**src/rtl/uart_frame_pkg.sv**
```systemverilog
// Shared definitions for the UART frame controller: parser states, error codes, SOF default.
package uart_frame_pkg;

  typedef enum logic [2:0] {
    ST_IDLE,
    ST_ADDR,
    ST_LEN,
    ST_DATA,
    ST_CHK,
    ST_COMMIT
  } state_e;

  localparam logic [1:0] ERR_NONE = 2'b00;
  localparam logic [1:0] ERR_LEN  = 2'b01;
  localparam logic [1:0] ERR_CHK  = 2'b10;
  localparam logic [1:0] ERR_TMO  = 2'b11;

  localparam logic [7:0] SOF_DEFAULT = 8'hA5;

endpackage

```
**src/rtl/frame_payload_buf.sv**
```systemverilog
// Payload holding buffer: one synchronous write port, one combinational read port.
module frame_payload_buf #(
  parameter int DEPTH = 16,
  parameter int AW    = 4
) (
  input  logic          i_Clk,
  input  logic          i_We,
  input  logic [AW-1:0] i_WAddr,
  input  logic [7:0]    i_WData,
  input  logic [AW-1:0] i_RAddr,
  output logic [7:0]    o_RData
);

  logic [7:0] mem_q [DEPTH];

  always_ff @(posedge i_Clk) begin
    if (i_We) mem_q[i_WAddr] <= i_WData;
  end

  assign o_RData = mem_q[i_RAddr];

endmodule

```
**src/rtl/uart_rx_frame_ctrl.sv**
```systemverilog
// Parses SOF/ADDR/LEN/PAYLOAD/CHK frames from the UART receiver and commits verified payloads.
// Optional inter-byte timeout enabled by defining UART_FRAME_TIMEOUT_EN.
module uart_rx_frame_ctrl
  import uart_frame_pkg::*;
#(
  parameter int         MAX_LEN      = 16,
  parameter logic [7:0] SOF_BYTE     = SOF_DEFAULT,
  parameter int         TIMEOUT_CLKS = 50000
) (
  input  logic       i_Clk,
  input  logic       i_Rst,
  input  logic       i_fDone,
  input  logic [7:0] i_Data,
  output logic       o_WrEn,
  output logic [7:0] o_WrAddr,
  output logic [7:0] o_WrData,
  output logic       o_fFrameOk,
  output logic       o_fFrameErr,
  output logic [1:0] o_ErrCode,
  output logic       o_Busy
);

  localparam int         LW        = $clog2(MAX_LEN + 1);
  localparam int         AW        = (MAX_LEN > 1) ? $clog2(MAX_LEN) : 1;
  localparam logic [7:0] MAX_LEN_B = 8'(MAX_LEN);

  state_e          state_q, state_d;
  logic [7:0]      base_q, base_d;
  logic [7:0]      chk_q, chk_d;
  logic [LW-1:0]   len_q, len_d;
  logic [LW-1:0]   idx_q, idx_d;
  logic            ok_q, ok_d;
  logic            err_q, err_d;
  logic [1:0]      code_q, code_d;
  logic            buf_we;
  logic [7:0]      buf_rdata;
  logic            tmo_hit;

  frame_payload_buf #(.DEPTH(MAX_LEN), .AW(AW)) u_buf (
    .i_Clk   (i_Clk),
    .i_We    (buf_we),
    .i_WAddr (idx_q[AW-1:0]),
    .i_WData (i_Data),
    .i_RAddr (idx_q[AW-1:0]),
    .o_RData (buf_rdata)
  );

`ifdef UART_FRAME_TIMEOUT_EN
  localparam int TW = $clog2(TIMEOUT_CLKS + 1);
  logic [TW-1:0] tmo_cnt_q, tmo_cnt_d;
  logic          tmo_active;

  // Counts silent clocks while a frame is open; any byte restarts the count.
  always_comb begin
    tmo_active = (state_q == ST_ADDR) || (state_q == ST_LEN) ||
                 (state_q == ST_DATA) || (state_q == ST_CHK);
    tmo_cnt_d  = (tmo_active && !i_fDone) ? tmo_cnt_q + TW'(1) : '0;
    tmo_hit    = tmo_active && !i_fDone && (tmo_cnt_q == TW'(TIMEOUT_CLKS - 1));
  end

  always_ff @(posedge i_Clk) begin
    if (i_Rst) tmo_cnt_q <= '0;
    else       tmo_cnt_q <= tmo_cnt_d;
  end
`else
  assign tmo_hit = 1'b0;
`endif

  always_comb begin
    state_d = state_q;
    base_d  = base_q;
    chk_d   = chk_q;
    len_d   = len_q;
    idx_d   = idx_q;
    ok_d    = 1'b0;
    err_d   = 1'b0;
    code_d  = ERR_NONE;
    buf_we  = 1'b0;
    case (state_q)
      ST_IDLE: begin
        if (i_fDone && (i_Data == SOF_BYTE)) state_d = ST_ADDR;
      end
      ST_ADDR: begin
        if (i_fDone) begin
          base_d  = i_Data;
          chk_d   = i_Data;
          state_d = ST_LEN;
        end
      end
      ST_LEN: begin
        if (i_fDone) begin
          if (i_Data > MAX_LEN_B) begin
            err_d   = 1'b1;
            code_d  = ERR_LEN;
            state_d = ST_IDLE;
          end else begin
            chk_d   = chk_q ^ i_Data;
            len_d   = i_Data[LW-1:0];
            idx_d   = '0;
            state_d = (i_Data == 8'h00) ? ST_CHK : ST_DATA;
          end
        end
      end
      ST_DATA: begin
        if (i_fDone) begin
          buf_we = 1'b1;
          chk_d  = chk_q ^ i_Data;
          if ((idx_q + LW'(1)) == len_q) begin
            idx_d   = '0;
            state_d = ST_CHK;
          end else begin
            idx_d = idx_q + LW'(1);
          end
        end
      end
      ST_CHK: begin
        if (i_fDone) begin
          if (i_Data != chk_q) begin
            err_d   = 1'b1;
            code_d  = ERR_CHK;
            state_d = ST_IDLE;
          end else if (len_q == '0) begin
            ok_d    = 1'b1;
            state_d = ST_IDLE;
          end else begin
            state_d = ST_COMMIT;
          end
        end
      end
      ST_COMMIT: begin
        // Bytes arriving here are dropped; line spacing makes that impossible in practice.
        if ((idx_q + LW'(1)) == len_q) begin
          idx_d   = '0;
          ok_d    = 1'b1;
          state_d = ST_IDLE;
        end else begin
          idx_d = idx_q + LW'(1);
        end
      end
      default: state_d = ST_IDLE;
    endcase
    if (tmo_hit) begin
      err_d   = 1'b1;
      code_d  = ERR_TMO;
      state_d = ST_IDLE;
    end
  end

  always_ff @(posedge i_Clk) begin
    if (i_Rst) begin
      state_q <= ST_IDLE;
      idx_q   <= '0;
      ok_q    <= 1'b0;
      err_q   <= 1'b0;
      code_q  <= ERR_NONE;
    end else begin
      state_q <= state_d;
      idx_q   <= idx_d;
      ok_q    <= ok_d;
      err_q   <= err_d;
      code_q  <= code_d;
    end
  end

  // Frame data registers carry no reset; they are always reloaded before use.
  always_ff @(posedge i_Clk) begin
    base_q <= base_d;
    chk_q  <= chk_d;
    len_q  <= len_d;
  end

  assign o_WrEn      = (state_q == ST_COMMIT);
  assign o_WrAddr    = o_WrEn ? (base_q + 8'(idx_q)) : 8'h00;
  assign o_WrData    = o_WrEn ? buf_rdata : 8'h00;
  assign o_fFrameOk  = ok_q;
  assign o_fFrameErr = err_q;
  assign o_ErrCode   = code_q;
  assign o_Busy      = (state_q != ST_IDLE);

endmodule

```
**config.mk**
```make
export PLATFORM = sky130hd
export DESIGN_NAME = uart_rx_frame_ctrl
export DESIGN_NICKNAME = d
export VERILOG_FILES = /design/src/rtl/uart_frame_pkg.sv /design/src/rtl/frame_payload_buf.sv /design/src/rtl/uart_rx_frame_ctrl.sv
export SDC_FILE = /design/constraint.sdc
export NUM_CORES = 1
export LEC_CHECK = 0
export CORE_MARGIN = 4
export CORE_UTILIZATION = 52
export CTS_CLUSTER_SIZE = 20
export DETAILED_ROUTE_END_ITERATION = 12
export GPL_TIMING_DRIVEN = 0
export PLACE_DENSITY = 0.74
export SLEW_MARGIN = 30
export SYNTH_ARGS = -nofsm -noshare
export SYNTH_HDL_FRONTEND = slang
export SYNTH_SLANG_ARGS = --single-unit
```
**constraint.sdc**
```tcl
create_clock -name i_Clk -period 2.75 [get_ports i_Clk]
set_input_delay 0.55 -clock i_Clk [delete_from_list [all_inputs] [get_ports i_Clk]]
set_output_delay 0.55 -clock i_Clk [all_outputs]
set_load 0.01 [all_outputs]
```
# [Word level (Yosys, flattened, before mapping)]
# Memory sizes are Yosys's and may differ from the RTL's. A register that Yosys moved wholly into a read port is not among the register bits.
# Cells that the tools add are included.
[op_classes] addsub=2 order_cmp=1 eq_ne=16 muxes=45 bitwise=2 reduce_logical=12
[ops] operator="$mux 8" n=6
[ops] operator="$mux 3" n=11
[ops] operator="$pmux 8 s3" n=1
[ops] operator="$mux 5" n=4
[ops] operator="$pmux 3 s6" n=1
[ops] operator="$pmux 5 s3" n=1
[ops] operator="$mux 1" n=14
[ops] operator="$ne 2x2->1 const B" n=7
[ops] operator="$reduce_bool 3->1" n=3
[ops] operator="$add 8x5->8" n=1
[ops] operator="$eq 8x8->1 const B" n=1
[ops] operator="$gt 8x5->1 const B" n=1
[ops] operator="$logic_not 8->1" n=1
[ops] operator="$mux 4" n=2
[ops] operator="$ne 8x8->1" n=1
[ops] operator="$xor 8x8->8" n=1
[ops] operator="$reduce_and 7->1" n=1
[ops] operator="$eq 3x2->1 const B" n=2
[ops] operator="$eq 3x3->1 const B" n=2
[ops] operator="$add 5x1->5 const B" n=1
[ops] operator="$eq 5x5->1" n=1
[ops] operator="$logic_not 5->1" n=1
[ops] operator="$reduce_and 5->1" n=1
[ops] operator="$mux 2" n=2
[ops] operator="10 further kinds" n=11
[word_totals] reg_bits=33 ramBits=128 input_bits=11 word_cells=87 n_memories=1
[memory_table] name="u_buf.mem_q" words=16 word_bits=8 rd=1 rd_clocked_by_memory_dff=1 write_ports=1 line="frame_payload_buf.sv:14" source="logic [7:0] mem_q [DEPTH];"

# [Logic depth before layout (Yosys ltp)]
[depth] word_depth=7 depth_mapped=7 ltp_nobuf=7

# [By module]
# A second synthesis with hierarchy kept.
[hier_totals] hier_cells=424 area_unflattened_um2=6989.2
[modules_own_cells] module="frame_payload_buf" instances=1 cells_each=221 area_each_um2=4987.3 seq_area_each_um2=3843.7
[modules_own_cells] module="uart_rx_frame_ctrl" instances=1 cells_each=203 area_each_um2=2001.9 seq_area_each_um2=870.8

# [Worst setup path after synthesis]
# OpenSTA, ideal clock, no wires.
[synth_timing] path_type="flip-flop to output port" startpoint="register (tool-made name)" endpoint="output o_WrData[1]" t_arrival_ns=1.737 t_required_ns=2.200 setup_slack_ns=0.463 path_stages_with_launch=6 path_buffers=2 cell_sequence="dfxtp_1 buf_6 buf_8 mux4_1 mux4_2 and2_1"
[synth_rtl] item="end, declared" line="uart_rx_frame_ctrl.sv:16" source="output logic [7:0] o_WrData,"

==> summary.md <==
| Metric | Value |
|---|---|
| Die Y | `125 um` |
| Failing checks | `negative setup slack` |
| H-tree depth | `4` |
| Die width | `125 um` |
| Top Family by Delay on Critical Path | `multiplexers` |
| Ant diodes | `0` |
| Synth Cell Area | `7140 um2` |
| Final Core Density | `64.0%` |
| Top_reg_cell synth | `edfxtp_1` |
| RSZ-0062 raised after global routing | `yes` |
| # Max-Cap Violations | `0` |
| First-pass GRT wire length | `24,200 um` |
| Top post-synthesis cells by area | `edfxtp_1 (63%), mux4_2 (8.8%), dfxtp_1 (4.5%)` |
| Via count of the first global-routing pass | `4,109` |
| Worst-Skew Late Latency | `0.43 ns` |
| Hold violation count in the final report | `0` |
| Final period util | `109%` |
| Clock transition at path regs | `0.06 ns` |
| Initial Utilization | `53.5%` |
| Die area | `15,700 um2` |
| Drt pass-1 iters | `5` |
| CP Max Fanout | `8` |
| Placer congestion estimate | `0.882` |
| Worst-Margin Slew | `1.03 ns` |
| Worst endpoint data arrival time | `2.44 ns` |
| Synth top area share | `62.7%` |
| CP Depth | `7` |
| Row count | `42` |
| Synth Register Bits | `165` |
| Slew Limit Fails | `0` |
| DP Area | `7690 um2` |
| Wire per inst | `23.0 um` |
| Pre-CTS WS | `-0.590 ns` |
| HP Class | `reg -> reg` |
| Max Freq | `334 MHz` |
| Post-synth EDFFs | `149` |
| Syn avg cell area | `17.0 um2` |
| R2r startpoint | `idx_q[0]$_SDFFE_PP0N_` |
| # setup viols final | `8` |
| Via-per-instance ratio | `6.05` |
| Max VDD drop | `0.590 mV` |
| Slowest cell on the critical path | `mux4_2` |
| Crit path launch type | `flip-flop` |
| CTS tree | `yes` |
| Min cycle time layout | `2.99 ns` |
| Largest net degree at the start of global routing | `24` |
| Hold Buf Count CTS | `0` |
| Largest area contributor in the netlist | `edfxtp_1` |
| Cell area after layout | `8540 um2` |
| Slew headroom | `31.4%` |
| GRT Total Usage | `20.9%` |
| CP peak stage delay | `0.51 ns` |
| Share of layout cells above drive strength 1 | `28.0%` |
| Synth Instances | `421` |
| Leakage | `2.83 nW` |
| I/O pins | `33` |
| Global route overflow | `0` |
| CTS root buf | `clkbuf_16` |
| CTS Buf Count | `17` |
| Area delta synth->final | `19.7%` |
| Setup Skew | `0.00823 ns` |
| Power Density | `678 nW/um2` |
| WP buf/inv | `4` |
| Worst-case reg-to-reg path depth | `7` |
| Status | `finished with violations` |
| DRT antenna net count | `0` |
| Synth cell types | `48` |
| Setup crit end kind | `primary output` |
| Clock sink total | `165` |
| Flop2flop setup slack | `0.46 ns` |
| Final #Nets | `511` |
| Most frequent cells in the layout | `edfxtp_1 (149), mux4_2 (36), nor2_1 (27), nand2_1 (25), xnor2_1 (23)` |
| I/O Buffers | `31` |
| Yosys warnings | `0` |
| Initial antenna violation count | `0` |
| Fin Hold WS | `0.585 ns` |
| Setup WS post-layout | `-0.241 ns` |
| Max Root-Sink Buffers | `2` |
| Worst-path cell chain | `buf_12 > buf_12 > buf_6 > mux4_2 > mux4_2 > and2_4 > buf_6` |
| Crit path to | `o_WrData[2]` |
| Routed vias | `4,109` |
| DR iter-0 viols | `489` |
| CORE AREA | `13,300 um2` |
| Sequential area share after synthesis | `67.2%` |
| CP Data Required Time | `2.20 ns` |
| Syn nets | `442` |
| FFs w/ async S/R, synth | `0%` |
| DP HPWL | `9470 um` |
| CP Class | `reg -> out` |
| Commonest non-fill, non-tap cell in the layout | `edfxtp_1` |
| Routed WL | `15,600 um` |
| Residual DRC | `0` |
per-layer routing:
metal / global-route usage (%) / routed length, um / vias up
li1: - / - / 1817
met1: 26.6 / 6200 / 2064
met2: 35.6 / 8100 / 189
met3: 4.61 / 914 / 39
met4: 7.78 / 422 / 0
met5: 0 / 0 / -
cells by family after synthesis:
group	Yosys count	synth area share (%)
AOI/OAI and AO/OA	49	4.73
xor gates and xnor gates	26	3.19
adders and majority gates	10	1.86
buffers and inverters	27	2.31
DFF	165	67.2
muxes	41	13.4
and+or+nand+nor	103	7.36
registers in the layout, summed over array words and instances (netlist names), named ones only:
name,count
o_fFrameErr,1
base_q,8
chk_q,8
len_q,5
u_buf.mem_q,128
o_ErrCode,2
o_fFrameOk,1
state_q,3
idx_q,5
synth_stat cells (3+ instances only):
library cell / n
buf_2: 5
buf_6: 3
nor2_1: 27
mux4_1: 12
o21bai_1: 3
o2111ai_1: 7
mux4_2: 28
o21ai_0: 6
or3_1: 4
edfxtp_1: 149
xor2_1: 3
o211ai_1: 3
inv_1: 8
clkbuf_1: 5
nor2b_1: 5
dfxtp_1: 16
xnor2_1: 23
nor3_1: 7
nand2b_1: 3
a31oi_1: 5
ha_1: 9
a21oi_1: 11
nand4_1: 5
a211oi_1: 3
or4_1: 3
and2_1: 14
nand2_1: 25
o21a_1: 3
worst min-delay path: stages (launching register included):
cell and delay [ns]:
dfxtp_1 0.37, nand2_1 0.08, a31oi_1 0.07
final cells by class:
cell class,instances,area [um2]
repair buffers,50,464
plain buffers,19,171
clock inverters,14,190
multi-input cells,229,2240
inverters,8,30.0
flip-flops and latches,165,4800
clock buffers,18,429
well taps,176,220
fillers,944,4800
worst min path at each step:
stage	cells after the start	start	end	slack, ns
after CTS	2	i_Rst	idx_q[4]$_SDFFE_PP0N_	0.56
after global placement	2	idx_q[4]$_SDFFE_PP0N_	idx_q[4]$_SDFFE_PP0N_	0.55
final	2	idx_q[4]$_SDFFE_PP0N_	idx_q[4]$_SDFFE_PP0N_	0.58
after global routing	2	idx_q[4]$_SDFFE_PP0N_	idx_q[4]$_SDFFE_PP0N_	0.60
after detailed placement	2	idx_q[4]$_SDFFE_PP0N_	idx_q[4]$_SDFFE_PP0N_	0.56
after floorplan	2	idx_q[4]$_SDFFE_PP0N_	idx_q[4]$_SDFFE_PP0N_	0.50
power by group:
| group | switching (mW) | internal, mW | total [mW] |
|---|---|---|---|
| registers | 0.0411 | 2.80 | 2.84 |
| logic | 0.283 | 0.197 | 0.480 |
| clock network | 1.01 | 1.46 | 2.46 |
| total | 1.33 | 4.46 | 5.79 |
per-stage QoR:
stage / cells / total power, mW / setup TNS, ns
finish: 679 / 5.79 / -1.68
CTS: 678 / 5.79 / -1.76
floorplan: 421 / 3.16 / 0
global placement: 628 / 3.33 / -19.48
global route: 679 / 5.99 / -2.31
detailed placement: 628 / 3.34 / -13.61
what timing repair did:
action                     4_1_cts  5_1_grt
setup endpoints to repair       31       24
buffers inserted                16        3
cloned                           2        0
resized for setup               94       17
pin swaps                       12        3
Power figures use the tool's default switching activity.
